===== config.mk =====
export PLATFORM = sky130hd
export DESIGN_NAME = ias_cmd_sequencer
export DESIGN_NICKNAME = d
export VERILOG_FILES = /design/src/rtl/ias_cmd_sequencer.sv
export SDC_FILE = /design/constraint.sdc
export NUM_CORES = 1
export LEC_CHECK = 0
export ABC_CLOCK_PERIOD_IN_PS = 2300
export BUFFER_PORTS_ARGS = -buffer_cell sky130_fd_sc_hd__buf_2
export CAP_MARGIN = 20
export CORE_ASPECT_RATIO = 2
export CORE_MARGIN = 4
export CORE_UTILIZATION = 30
export CTS_CLUSTER_DIAMETER = 60
export DETAILED_ROUTE_END_ITERATION = 6
export GPL_ROUTABILITY_DRIVEN = 0
export SYNTH_ARGS = -nofsm -noshare
export SYNTH_HDL_FRONTEND = slang
export SYNTH_SLANG_ARGS = --single-unit

===== constraint.sdc =====
create_clock -name clk -period 2.3 [get_ports clk]
set_input_delay 0.115 -clock clk [delete_from_list [all_inputs] [get_ports clk]]
set_output_delay 0.115 -clock clk [all_outputs]
set_load 0.02 [all_outputs]

===== src/rtl/ias_cmd_sequencer.sv =====
// ias_cmd_sequencer: initiator for the IAS core command interface.
// Host commands are queued in a small FIFO, popped one at a time, held on
// the IAS bus for HOLD_CYCLES cycles and, for LOAD/ADD, the accumulator
// value is captured and returned on the response port.
// Optional feature macro: IAS_SEQ_CHECK_EN stores cmd_expect per entry and
// flags rsp_mismatch when the captured value differs from it.
//
// Handshake rule for both host ports: a transfer happens on the rising edge
// where valid and ready are both high; valid and its payload must be held
// stable until that edge, and ready may not depend on the same-cycle valid.
module ias_cmd_sequencer #(
  parameter int DATA_W      = 8,
  parameter int DEPTH       = 4,
  parameter int HOLD_CYCLES = 4
) (
  input  logic              clk,
  input  logic              reset,
  input  logic              cmd_valid,
  output logic              cmd_ready,
  input  logic [DATA_W-1:0] cmd_opcode,
  input  logic [DATA_W-1:0] cmd_address,
  input  logic [DATA_W-1:0] cmd_data,
  input  logic [DATA_W-1:0] cmd_expect,
  output logic [DATA_W-1:0] ias_opcode,
  output logic [DATA_W-1:0] ias_address,
  output logic [DATA_W-1:0] ias_data_in,
  input  logic [DATA_W-1:0] ias_data_out,
  output logic              rsp_valid,
  input  logic              rsp_ready,
  output logic [DATA_W-1:0] rsp_data,
  output logic              rsp_mismatch,
  output logic              busy,
  output logic [1:0]        dbg_state
);

  localparam int PTR_W = $clog2(DEPTH);
  localparam int CNT_W = $clog2(HOLD_CYCLES);

  localparam logic [DATA_W-1:0] OP_LOAD = DATA_W'(1);
  localparam logic [DATA_W-1:0] OP_ADD  = DATA_W'(3);

  typedef enum logic [1:0] {
    S_IDLE  = 2'd0,
    S_ISSUE = 2'd1,
    S_RESP  = 2'd2
  } state_t;

  state_t state_q, state_d;

  logic [DATA_W-1:0] fifo_op   [DEPTH];
  logic [DATA_W-1:0] fifo_addr [DEPTH];
  logic [DATA_W-1:0] fifo_data [DEPTH];
  logic [PTR_W-1:0]  wr_ptr, rd_ptr;
  logic [PTR_W:0]    count;
  logic              full, empty, push, pop;

  logic [DATA_W-1:0] cmd_op_q, cmd_addr_q, cmd_data_q;
  logic [CNT_W-1:0]  hold_cnt;
  logic              hold_done;
  logic              has_result;
  logic              mismatch_q;

  assign full      = (count == (PTR_W+1)'(DEPTH));
  assign empty     = (count == '0);
  // Ready is forced low while reset is asserted, not just after the first edge.
  assign cmd_ready = reset & ~full;
  assign push      = cmd_valid & cmd_ready;
  assign has_result = (cmd_op_q == OP_LOAD) || (cmd_op_q == OP_ADD);

`ifdef IAS_SEQ_CHECK_EN
  logic [DATA_W-1:0] fifo_exp [DEPTH];
  logic [DATA_W-1:0] cmd_exp_q;

  // Expected-result storage travels with each queued command.
  always_ff @(posedge clk) begin
    if (push) fifo_exp[wr_ptr] <= cmd_expect;
  end

  // Expected value for the command currently owning the bus.
  always_ff @(posedge clk or negedge reset) begin
    if (!reset)   cmd_exp_q <= '0;
    else if (pop) cmd_exp_q <= fifo_exp[rd_ptr];
  end

  // Comparison is taken at the same edge the result is captured.
  always_ff @(posedge clk or negedge reset) begin
    if (!reset)                       mismatch_q <= 1'b0;
    else if (hold_done && has_result) mismatch_q <= (ias_data_out != cmd_exp_q);
  end
`else
  logic unused_expect;
  assign unused_expect = ^cmd_expect;
  assign mismatch_q    = 1'b0;
`endif

  // FIFO payload storage; contents are don't-care until written.
  always_ff @(posedge clk) begin
    if (push) begin
      fifo_op[wr_ptr]   <= cmd_opcode;
      fifo_addr[wr_ptr] <= cmd_address;
      fifo_data[wr_ptr] <= cmd_data;
    end
  end

  // FIFO pointers and occupancy; pointers wrap naturally at DEPTH.
  always_ff @(posedge clk or negedge reset) begin
    if (!reset) begin
      wr_ptr <= '0;
      rd_ptr <= '0;
      count  <= '0;
    end else begin
      if (push) wr_ptr <= wr_ptr + PTR_W'(1);
      if (pop)  rd_ptr <= rd_ptr + PTR_W'(1);
      case ({push, pop})
        2'b10:   count <= count + (PTR_W+1)'(1);
        2'b01:   count <= count - (PTR_W+1)'(1);
        default: count <= count;
      endcase
    end
  end

  // State register.
  always_ff @(posedge clk or negedge reset) begin
    if (!reset) state_q <= S_IDLE;
    else        state_q <= state_d;
  end

  // Next-state logic: pop in IDLE, hold in ISSUE, wait for host in RESP.
  always_comb begin
    state_d   = state_q;
    pop       = 1'b0;
    hold_done = 1'b0;
    case (state_q)
      S_IDLE: begin
        if (!empty) begin
          pop = 1'b1;
          // Unknown opcodes are dropped here and never reach the bus.
          if (fifo_op[rd_ptr] <= OP_ADD) state_d = S_ISSUE;
        end
      end
      S_ISSUE: begin
        if (hold_cnt == CNT_W'(HOLD_CYCLES-1)) begin
          hold_done = 1'b1;
          state_d   = has_result ? S_RESP : S_IDLE;
        end
      end
      S_RESP: begin
        if (rsp_ready) state_d = S_IDLE;
      end
      default: state_d = S_IDLE;
    endcase
  end

  // Command register loaded on every pop.
  always_ff @(posedge clk or negedge reset) begin
    if (!reset) begin
      cmd_op_q   <= '0;
      cmd_addr_q <= '0;
      cmd_data_q <= '0;
    end else if (pop) begin
      cmd_op_q   <= fifo_op[rd_ptr];
      cmd_addr_q <= fifo_addr[rd_ptr];
      cmd_data_q <= fifo_data[rd_ptr];
    end
  end

  // Hold counter runs only while the command owns the bus.
  always_ff @(posedge clk or negedge reset) begin
    if (!reset)                hold_cnt <= '0;
    else if (state_q != S_ISSUE || hold_done) hold_cnt <= '0;
    else                       hold_cnt <= hold_cnt + CNT_W'(1);
  end

  // Accumulator captured on the edge that ends the last hold cycle.
  always_ff @(posedge clk or negedge reset) begin
    if (!reset)                       rsp_data <= '0;
    else if (hold_done && has_result) rsp_data <= ias_data_out;
  end

  // Bus is NOP outside ISSUE, so a reset drops it to NOP asynchronously.
  always_comb begin
    ias_opcode  = '0;
    ias_address = '0;
    ias_data_in = '0;
    if (state_q == S_ISSUE) begin
      ias_opcode  = cmd_op_q;
      ias_address = cmd_addr_q;
      ias_data_in = cmd_data_q;
    end
  end

  assign rsp_valid    = (state_q == S_RESP);
  assign rsp_mismatch = rsp_valid & mismatch_q;
  assign busy         = (state_q != S_IDLE) || !empty;
  assign dbg_state    = state_q;

endmodule


== Word level (Yosys, flattened, before mapping) ==
Memories as Yosys holds them, arrays and structs flattened. A register that Yosys moved wholly into a read port is not among the register bits.
Cells that the tools add are included.
Storage, ports and cells
  register bits after elaboration: 27
  bits in writable memories: 96
  output and inout port bits: 38
  word-level logic and storage cells: 61
  memories kept: 3
Cells by class
  add/subtract/negate cells: 5
  magnitude comparators: 1
  eq/ne operators: 13
  multiplexer cells: 17
  bitwise logic cells: 3
  reductions and logical operators: 12
Memory list
  fifo_addr: words 4, bits a word 8, read ports 1, clocked after memory_dff 1, wr ports 1, RTL line 51  | logic [DATA_W-1:0] fifo_addr [DEPTH];
  fifo_data: words 4, bits a word 8, read ports 1, clocked after memory_dff 1, wr ports 1, RTL line 52  | logic [DATA_W-1:0] fifo_data [DEPTH];
  fifo_op: words 4, bits a word 8, read ports 1, clocked after memory_dff 0, wr ports 1, RTL line 50  | logic [DATA_W-1:0] fifo_op [DEPTH];
Operators with widths (number)
  two-way mux 8 bit: 3
  two-way mux 2 bit: 6
  == test 8 x 1 -> 1 bit (second input constant): 1
  == test 8 x 2 -> 1 bit (second input constant): 1
  <= comparator 8 x 2 -> 1 bit (second input constant): 1
  adder 2 x 1 -> 2 bit (second input constant): 3
  == test 2 bit (second input constant): 3
  two-way mux 1 bit: 6
  inequality test 2 bit (second input constant): 3
  one-hot mux 2 bit (3 select lines): 1
  one-hot mux 3 bit (2 select lines): 1
  == test 2 x 1 -> 1 bit (second input constant): 2
  inequality test 2 x 1 -> 1 bit (second input constant): 2
  AND reduction 4 bit: 1
  nonzero test 2 bit: 2
  adder 3 x 1 -> 3 bit (second input constant): 1
  == test 3 bit (second input constant): 1
  logical NOT 1 bit: 3
  logical NOT 3 bit: 1
  logical OR 1 bit: 3
  subtractor 3 x 1 -> 3 bit (second input constant): 1
  AND 1 bit: 2
  logical NOT 2 bit: 1
  logical AND 1 bit: 1
  inverter 1 bit: 1

== Logic depth before layout (Yosys ltp) ==
Gate-level depths: netlist (run 1).
  depth after elaboration: 6
  depth in mapped cells: 10
  depth with buffers taken out: 9

== Worst setup path after synthesis (run 1) ==
No wires, ideal clock.
  kind: register to register
  start: reg state_q[0] (netlist: dbg_state[0])
  end: reg count[2]
  setup time: 80 ps
  arrival: 2049 ps
  required time: 2220 ps
  setup slack: 171 ps
  stages on the path, launching flop included: 11
  clock period less this slack: 2129 ps
  cell sequence: dfrtp_1 -> nor2_1 -> nand2_1 -> buf_4 -> inv_1 -> ha_1 -> inv_1 -> fa_1 -> xor2_1 -> nor2_1 -> xnor2_1
Between the ends
  cells in the longest elaborated chain, start to end: 4
  elaborated cells on any way between the ends: 6
  those cells by class: eq/ne (2); mux (2); reduce/logical (2)
RTL lines
  from (decl): RTL line 48  | state_t state_q, state_d;
  from (signal assigned): RTL line 125  | else state_q <= state_d;
  logical NOT 2 bit (*): RTL line 133  | case (state_q)
  two-way mux 1 bit (*): RTL line 133
  via pop: RTL line 55  | logic full, empty, push, pop;
  == test 2 x 1 -> 1 bit or == test 2 bit (tied branches): RTL line 114  | case ({push, pop})
  one-hot mux 3 bit (2 select lines) or nonzero test 2 bit (tied branches)
  to (signal assigned): RTL line 115  | 2'b10: count <= count + (PTR_W+1)'(1);
  to (signal assigned): RTL line 116  | 2'b01: count <= count - (PTR_W+1)'(1);
  to (signal assigned): RTL line 117  | default: count <= count;
  to (decl): RTL line 54  | logic [PTR_W:0] count;
Mark *: on every way through the listed nets, which the timed path passes. The rest lies on a longest branch.
A chain may end at the register's enable or synchronous reset.

== Worst setup path in the final report (run 1) ==
  start: reg count[0]
  end: reg count[2]
Between the ends
  cells in the longest elaborated chain, start to end: 6
  elaborated cells on any way between the ends: 13
  those cells by class: add/sub (2); eq/ne (3); mux (3); bitwise (3); reduce/logical (2)
RTL lines
  == test 3 bit: RTL line 63  | assign full = (count == (PTR_W+1)'(DEPTH));
  inverter 1 bit: RTL line 66  | assign cmd_ready = reset & ~full;
  AND 1 bit: RTL line 66
  AND 1 bit: RTL line 67  | assign push = cmd_valid & cmd_ready;
  == test 2 x 1 -> 1 bit or == test 2 bit (tied branches): RTL line 114
  one-hot mux 3 bit (2 select lines) or nonzero test 2 bit (tied branches)
Parallel ways exist; a longest one is shown, timed or not.

==> results.json, run 1 <==
{
  "syn-mean-instance-area_um2": 19.35,
  "crit_arrival_ns": 2.30,
  "synth_seq_cells": 139,
  "die_w_um": 103.2,
  "synth_cells": 281,
  "syn-cell-area_um2": 5436,
  "die-area_um2": 20470,
  "hold_viol": 0,
  "power_density_nw_per_um2": 1279,
  "cp_common_cell": "inv_1",
  "diodes": 0,
  "slew_headroom": 0.5796,
  "hold_path_class": "in -> reg",
  "critPathCaptureType": "flop",
  "finalNonFillerCells": 634,
  "clk_path_buf_depth": 2,
  "io_pins": 82,
  "final.min_clock_period_ns": 1.965,
  "drive_gt1_frac": 0.4157,
  "max_cap_viol_count": 0,
  "cts_buffers": 17,
  "multi_input_area_um2": 1380,
  "regArea_um2": 3960,
  "grt_pass1_vias": 3142,
  "portBuffers": 72,
  "worst_path_max_delay_cell": "dfrtp_1",
  "grt_first_pass_wirelength_um": 16910,
  "outcome": "finished clean",
  "drcViolationCount": 0,
  "post_cts_resized": 0,
  "fin_skew_ns": 0.007966,
  "fin_setup_tns_ns": 0,
  "yosys_warnings": 0,
  "path_class": "reg -> reg",
  "drt-pass1-iter-count": 4,
  "numPlacedInstances": 568,
  "synth_cell_types": 31,
  "fin_nets": 459,
  "grt_max_degree": 45,
  "first_iter_violations": 104,
  "cts_root_buf": "clkbuf_16",
  "cts_tree": "built",
  "area_growth_pct": 29.97,
  "antenna_left": 0,
  "tightest_slew_ns": 0.6306,
  "ys_seq_area_frac": 0.7282,
  "clkTransAtPathRegs_ns": 0.06,
  "clk_latency_ns": 0.41,
  "crit_buf_inv": 2,
  "fp.dieH_um": 198.4,
  "core_area_um2": 17780,
  "path_max_fanout": 5,
  "crit_chain": "o311a_1 -> inv_1 -> ha_1 -> inv_1 -> fa_1 -> xor2_1 -> nor2_1 -> xnor2_1",
  "wl_per_cell_um": 16.90,
  "p_leak_nw": 2.726,
  "syn_nets": 332,
  "start_util": 0.3057,
  "max_freq_ghz": 0.5088,
  "setup_violations": 0,
  "cp_top_family": "adder cells",
  "critPathLaunchType": "flop",
  "peakVddDrop_mv": 0.4606,
  "mostFrequentLayoutCells": "96 x edfxtp_1, 72 x buf_2, 42 x dfrtp_1",
  "grt_overflow": 0,
  "place_hpwl_um": 7139,
  "rsz0062_at_grt": "false",
  "hold_slack_ns": 0.2483,
  "final_common_cell": "edfxtp_1",
  "cp_data_required_time_ns": 2.64,
  "htree_levels": 4,
  "viasPerCell": 4.418,
  "grt_antenna_before_repair": 0,
  "cts_num_sinks": 139,
  "vias": 2801,
  "grtUsageTotal": 0.1141,
  "cpPeakStageDelay_ns": 0.43,
  "wirelength_um": 10710,
  "num_rows": 69,
  "maxSlewViolCount": 0,
  "min_period_over_period": 0.8546,
  "fillers": 1635
}
[per-stage QoR]
step                power [mW]  setup WS (ns)    util  area, um2
detailed placement       6.310         0.3351  0.3431       6102
floorplan                5.478         0.1710       -       5436
global route             9.588         0.1678  0.3973       7066
global placement         6.211         0.3779  0.3431       6102
CTS                      9.227         0.3159  0.3973       7066
finish                   9.036         0.3345  0.3973       7066
[sequential cells by signal, indices dropped and copies added (netlist names)]
signal and flops:
hold_cnt 2, fifo_data 32, wr_ptr 2, fifo_addr 32
cmd_addr_q 8, count 3, rd_ptr 2, cmd_data_q 8
dbg_state 2, fifo_op 32, rsp_data 8, cmd_op_q 8
[worst paths after layout]
path / start / endpoint / slack (ns) / cells after the start
worst max register to register: count[0] / count[2] / 0.33 / 8
min in group asynchronous: reset / cmd_addr_q[3] / 0.36 / 3
max in group asynchronous: reset / rd_ptr[0] / 1.47 / 3
worst min-delay path: cmd_valid / wr_ptr[0] / 0.25 / 4
worst min register to register: hold_cnt[0] / hold_cnt[0] / 0.43 / 1
worst max-delay path: count[0] / count[2] / 0.33 / 8
[final cells by class]
class                   count  area share
clock buffers              17     0.06021
clock inverters            15     0.02798
inverters                  10    0.005313
multi-input cells         121      0.1953
flip-flops and latches    139      0.5605
well taps                 213     0.03772
repair buffers            119      0.1130
[cell usage after synthesis, drive strengths merged]
master	instances	area share
clkbuf	4	0.0028
or3	2	0.0023
mux2i	1	0.0018
o311a	1	0.0018
conb	1	0.00069
o21ai	1	0.00092
nor3	1	0.00092
mux4	24	0.099
nand3	2	0.0018
a21boi	1	0.0014
dfrtp	43	0.20
mux2	33	0.068
and2	28	0.032
edfxtp	96	0.53
xor2	1	0.0016
inv	10	0.0069
nand2b	2	0.0023
xnor2	5	0.0081
o41ai	1	0.0030
ha	6	0.014
buf	7	0.0087
nand2	1	0.00069
nand4	1	0.0012
fa	1	0.0037
nor4b	1	0.0016
nor2	5	0.0035
nor2b	1	0.0012
or2	1	0.0012
[kinds of logic (layout without fill, tap and decap cells)]
family / after synthesis / after routing / synth area share
xor+xnor: 6 / 6 / 0.009666
flops: 139 / 139 / 0.7282
other cells: 1 / 1 / 0.0006898
buf+inv: 21 / 161 / 0.01841
fa+ha+maj: 7 / 7 / 0.01749
mux: 58 / 58 / 0.1696
simple gates: 45 / 45 / 0.04879
compound gates: 4 / 4 / 0.007135
[metal layers]
layer	global-route usage	up-vias	wire length (um)
li1	-	1317	-
met1	0.1070	1420	3643
met2	0.2173	54	6419
met3	0.02808	10	370
met4	0.06004	0	278
met5	0	-	0
[report_power, final]
| part | switching, mW | leakage, nW | internal (mW) |
|---|---|---|---|
| Clock | 1.01 | 0.291 | 1.81 |
| Sequential | 0.268 | 1.38 | 3.22 |
| Combinational | 1.37 | 1.06 | 1.36 |
[worst min-delay path, stage by stage]
cell and delay [ns]:
buf_2 0.08, o311a_1 0.17, buf_4 0.15, xnor2_1 0.08
[repair_timing]
action / 4_1_cts / 5_1_grt
setup buffers: 0 / 0
endpoints found under the hold margin: 148 / 0
hold buffers: 34 / 0
Note: power is estimated with default switching activity, not from simulation.
==> run 2, diff against run 1 <==
--- a/config.mk
+++ b/config.mk
@@ -10,10 +10,11 @@
 export CAP_MARGIN = 20
 export CORE_ASPECT_RATIO = 2
 export CORE_MARGIN = 4
-export CORE_UTILIZATION = 30
+export CORE_UTILIZATION = 55
 export CTS_CLUSTER_DIAMETER = 60
 export DETAILED_ROUTE_END_ITERATION = 6
 export GPL_ROUTABILITY_DRIVEN = 0
+export PLACE_DENSITY = 0.85
 export SYNTH_ARGS = -nofsm -noshare
 export SYNTH_HDL_FRONTEND = slang
 export SYNTH_SLANG_ARGS = --single-unit
==> results.json, run 2 (synthesis results as in run 1) <==
{
  "fp.dieH_um": 148.6,
  "top_regs": "fifo_addr (32), fifo_data (32), fifo_op (32)",
  "post_cts_resized": 0,
  "cp_top_family": "simple AND/OR/NAND/NOR gates",
  "grt_antenna_before_repair": 0,
  "cp-startpoint": "count[2]",
  "hold_path_class": "in -> reg",
  "core_area_um2": 9699,
  "final.min_clock_period_ns": 2.081,
  "start_util": 0.5605,
  "clk_path_buf_depth": 2,
  "cts_tree": "built",
  "fin_ws_ns": 0.2191,
  "fin_setup_tns_ns": 0,
  "fillers": 620,
  "post-place-ws_ns": 0.2107,
  "num_rows": 51,
  "critPathLaunchType": "flop",
  "grt_pass1_vias": 3151,
  "place_hpwl_um": 6433,
  "drt-pass1-iter-count": 4,
  "min_period_over_period": 0.9048,
  "slew_headroom": 0.5831,
  "post_cts_buffers": 0,
  "first_iter_violations": 170,
  "die-area_um2": 11640,
  "diodes": 0,
  "path_class": "reg -> reg",
  "hold_viol": 0,
  "path_max_fanout": 15,
  "setup_violations": 0,
  "fin_skew_ns": 0.007387,
  "wirelength_um": 10200,
  "mostFrequentLayoutCells": "96 x edfxtp_1, 72 x buf_2, 42 x dfrtp_1",
  "io_pins": 82,
  "critPathCaptureType": "flop",
  "finalPower_mw": 8.797,
  "power_density_nw_per_um2": 1275,
  "die_w_um": 78.30,
  "viasPerCell": 5.189,
  "rsz0062_at_grt": "false",
  "max_cap_viol_count": 0,
  "cpPeakStageDelay_ns": 0.52,
  "antenna_left": 0,
  "grt_first_pass_wirelength_um": 16380,
  "cts_buffers": 17,
  "peakVddDrop_mv": 0.9122,
  "portBuffers": 72,
  "worst_path_max_delay_cell": "and2_1",
  "wl_per_cell_um": 18.51,
  "clk_latency_ns": 0.41,
  "drcViolationCount": 0,
  "max_freq_ghz": 0.4806,
  "hold_start": "cmd_valid",
  "final_common_cell": "edfxtp_1",
  "grtUsageTotal": 0.1935,
  "fin_nets": 457,
  "vias": 2859,
  "drive_gt1_frac": 0.4129,
  "htree_levels": 4,
  "cts_num_sinks": 139,
  "maxSlewViolCount": 0,
  "crit_buf_inv": 2,
  "clkTransAtPathRegs_ns": 0.06,
  "p_leak_nw": 2.696,
  "final_util": 0.7113,
  "crit_chain": "inv_1 -> o311a_1 -> and2_1 -> buf_4",
  "outcome": "finished clean",
  "grt_max_degree": 45,
  "grt_overflow": 0,
  "cts_root_buf": "clkbuf_16",
  "cp_data_required_time_ns": 2.39,
  "r2r_start": "count[2]",
  "r2r_setup_slack_ns": 0.22,
  "crit_arrival_ns": 2.17,
  "cts_hold_buf": 34,
  "tightest_slew_ns": 0.6253,
  "area_growth_pct": 26.90
}
-- run 2: final timing paths --
path,endpoint,cells past startpoint
min in group asynchronous,cmd_addr_q[4],3
max reg2reg,fifo_data[3][1],4
max,fifo_data[3][1],4
max in group asynchronous,rd_ptr[0],3
min,wr_ptr[0],3
min reg2reg,hold_cnt[0],1
-- run 2: power by group --
group          internal, mW  switching, mW
Sequential             3.22          0.319
Combinational          1.34           1.31
Clock                  1.59           1.01
Total                  6.15           2.64
-- run 2: routing by layer --
metal	up-vias	global-route usage	routed length (um)
met2	72	0.3570	5931
li1	1311	-	-
met1	1457	0.2035	3671
met4	0	0.1016	266
met3	19	0.03818	332
met5	-	0	0
-- run 2: cell type report --
class / count / area (um2) / share of cell area
Clock buffer: 17 / 425.4 / 0.06166
Clock inverter: 15 / 147.6 / 0.02140
Inverter: 10 / 37.54 / 0.005441
Multi-Input combinational cell: 121 / 1380 / 0.2000
Sequential cell: 139 / 3960 / 0.5740
Tap cell: 132 / 165.2 / 0.02394
Timing Repair Buffer: 117 / 783.3 / 0.1135
-- run 2: stage by stage --
stage,hold slack [ns],std cells,area (um2)
2_1_floorplan,-0.1806,281,5436
3_3_place_gp,0.2558,485,5986
3_5_place_dp,0.2658,485,5986
4_1_cts,0.2158,551,6899
5_1_grt,0.2314,551,6899
6_report,0.2203,551,6899
-- run 2: worst min-delay path: stages --
cell	delay, ns
buf_2	0.10
o311a_1	0.19
xnor2_1	0.17
==> run 3, diff against run 2 <==
--- a/config.mk
+++ b/config.mk
@@ -6,15 +6,15 @@
 export NUM_CORES = 1
 export LEC_CHECK = 0
 export ABC_CLOCK_PERIOD_IN_PS = 2300
-export BUFFER_PORTS_ARGS = -buffer_cell sky130_fd_sc_hd__buf_2
 export CAP_MARGIN = 20
 export CORE_ASPECT_RATIO = 2
 export CORE_MARGIN = 4
 export CORE_UTILIZATION = 55
 export CTS_CLUSTER_DIAMETER = 60
 export DETAILED_ROUTE_END_ITERATION = 6
+export DONT_BUFFER_PORTS = 1
 export GPL_ROUTABILITY_DRIVEN = 0
-export PLACE_DENSITY = 0.85
+export PLACE_DENSITY = 0.78
 export SYNTH_ARGS = -nofsm -noshare
 export SYNTH_HDL_FRONTEND = slang
 export SYNTH_SLANG_ARGS = --single-unit
==> results.json, run 3 (synthesis results as in run 1) <==
{
  "outcome": "finished clean",
  "fin_ws_ns": 0.1855,
  "max_cap_viol_count": 0,
  "top_regs": "fifo_addr (32), fifo_data (32), fifo_op (32)",
  "area_growth_pct": 21.17,
  "fin_nets": 389,
  "start_util": 0.5605,
  "max_freq_ghz": 0.4729,
  "viasPerCell": 5.415,
  "critPathCaptureType": "flop",
  "cts_num_sinks": 139,
  "clkTransAtPathRegs_ns": 0.05,
  "reg2reg_depth": 8,
  "post_cts_resized": 0,
  "htree_levels": 4,
  "grt_pass1_vias": 2906,
  "final.min_clock_period_ns": 2.114,
  "mostFrequentLayoutCells": "96 x edfxtp_1, 42 x dfrtp_1, 34 x dlygate4sd3_1",
  "post-place-ws_ns": 0.1948,
  "cp_data_required_time_ns": 2.62,
  "hold_path_class": "in -> reg",
  "grt_antenna_before_repair": 1,
  "fp.dieH_um": 148.6,
  "peakVddDrop_mv": 0.7063,
  "power_density_nw_per_um2": 1293,
  "vias": 2621,
  "slew_headroom": 0.5112,
  "portBuffers": 0,
  "grt_overflow": 0,
  "cts_tree": "built",
  "path_class": "reg -> reg",
  "grtUsageTotal": 0.1772,
  "cts_hold_buf": 35,
  "io_pins": 82,
  "critPathLaunchType": "flop",
  "clk_path_buf_depth": 2,
  "final_common_cell": "edfxtp_1",
  "drt-pass1-iter-count": 4,
  "grt_max_degree": 44,
  "tightest_slew_ns": 0.7266,
  "num_rows": 51,
  "setup_violations": 0,
  "die-area_um2": 11640,
  "antenna_left": 0,
  "min_period_over_period": 0.9193,
  "clk_latency_ns": 0.40,
  "hold_viol": 0,
  "crit_arrival_ns": 2.43,
  "min_path_cells": 2,
  "wirelength_um": 9276,
  "cts_buffers": 17,
  "core_area_um2": 9699,
  "place_hpwl_um": 6119,
  "first_iter_violations": 109,
  "p_leak_nw": 2.412,
  "multi_input_area_um2": 1380,
  "hold_slack_ns": 0.08828,
  "drcViolationCount": 0,
  "grt_first_pass_wirelength_um": 14890,
  "fillers": 653,
  "post_cts_buffers": 0,
  "regArea_um2": 3960,
  "fin_setup_tns_ns": 0,
  "wl_per_cell_um": 19.17,
  "maxSlewViolCount": 0,
  "rsz0062_at_grt": "false",
  "cts_root_buf": "clkbuf_16",
  "path_max_fanout": 7,
  "die_w_um": 78.30,
  "drive_gt1_frac": 0.2934,
  "fin_skew_ns": 0.006679
}
==> run 3: final cells by class <==
class                   count  share of cell area
clock inverters            13             0.01918
multi-input cells         121              0.2095
flip-flops and latches    139              0.6011
well taps                 132             0.02507
diodes                      1           0.0003799
repair buffers             49             0.07179
inverters                  10            0.005698
clock buffers              19             0.06724
==> run 3: layer usage <==
| layer | GRT usage | part of all wire | vias up |
|---|---|---|---|
| met2 | 0.3217 | 0.58 | 71 |
| met5 | 0 | 0 | - |
| met4 | 0.07531 | 0.017 | 0 |
| met3 | 0.05636 | 0.048 | 13 |
| met1 | 0.1851 | 0.36 | 1349 |
| li1 | - | - | 1188 |
==> run 3: worst paths after layout <==
kind	start	to	slack, ns
setup / recovery	count[0]	count[2]	0.19
hold / removal	cmd_valid	wr_ptr[0]	0.09
setup reg to reg	count[0]	count[2]	0.19
hold reg to reg	hold_cnt[0]	hold_cnt[0]	0.44
max in group asynchronous	reset	cmd_data_q[3]	1.87
min in group asynchronous	reset	cmd_addr_q[2]	0.22
==> run 3: worst max-delay path, cell delays in order (launching register included) <==
cell and delay, ns:
dfrtp_1 0.42, o311a_1 0.48, inv_1 0.10, ha_1 0.19, inv_1 0.06, fa_1 0.38
xor2_1 0.15, nor2_1 0.11, xnor2_1 0.13
==> run 3: per-stage QoR <==
| step | cell area [um2] | util | power (mW) | instances |
|---|---|---|---|---|
| after global placement | 5648 | 0.5823 | 5.891 | 416 |
| after CTS | 6585 | 0.6789 | 8.652 | 483 |
| after global routing | 6588 | 0.6792 | 8.978 | 484 |
| final | 6588 | 0.6792 | 8.521 | 484 |
| after detailed placement | 5648 | 0.5823 | 6.002 | 416 |
| after floorplan | 5436 | - | 5.478 | 281 |
==> run 3: report_power, final <==
part | total, mW | internal, mW | switching, mW
Clock | 2.53 | 1.61 | 0.927
Sequential | 3.56 | 3.22 | 0.336
Combinational | 2.43 | 1.20 | 1.23
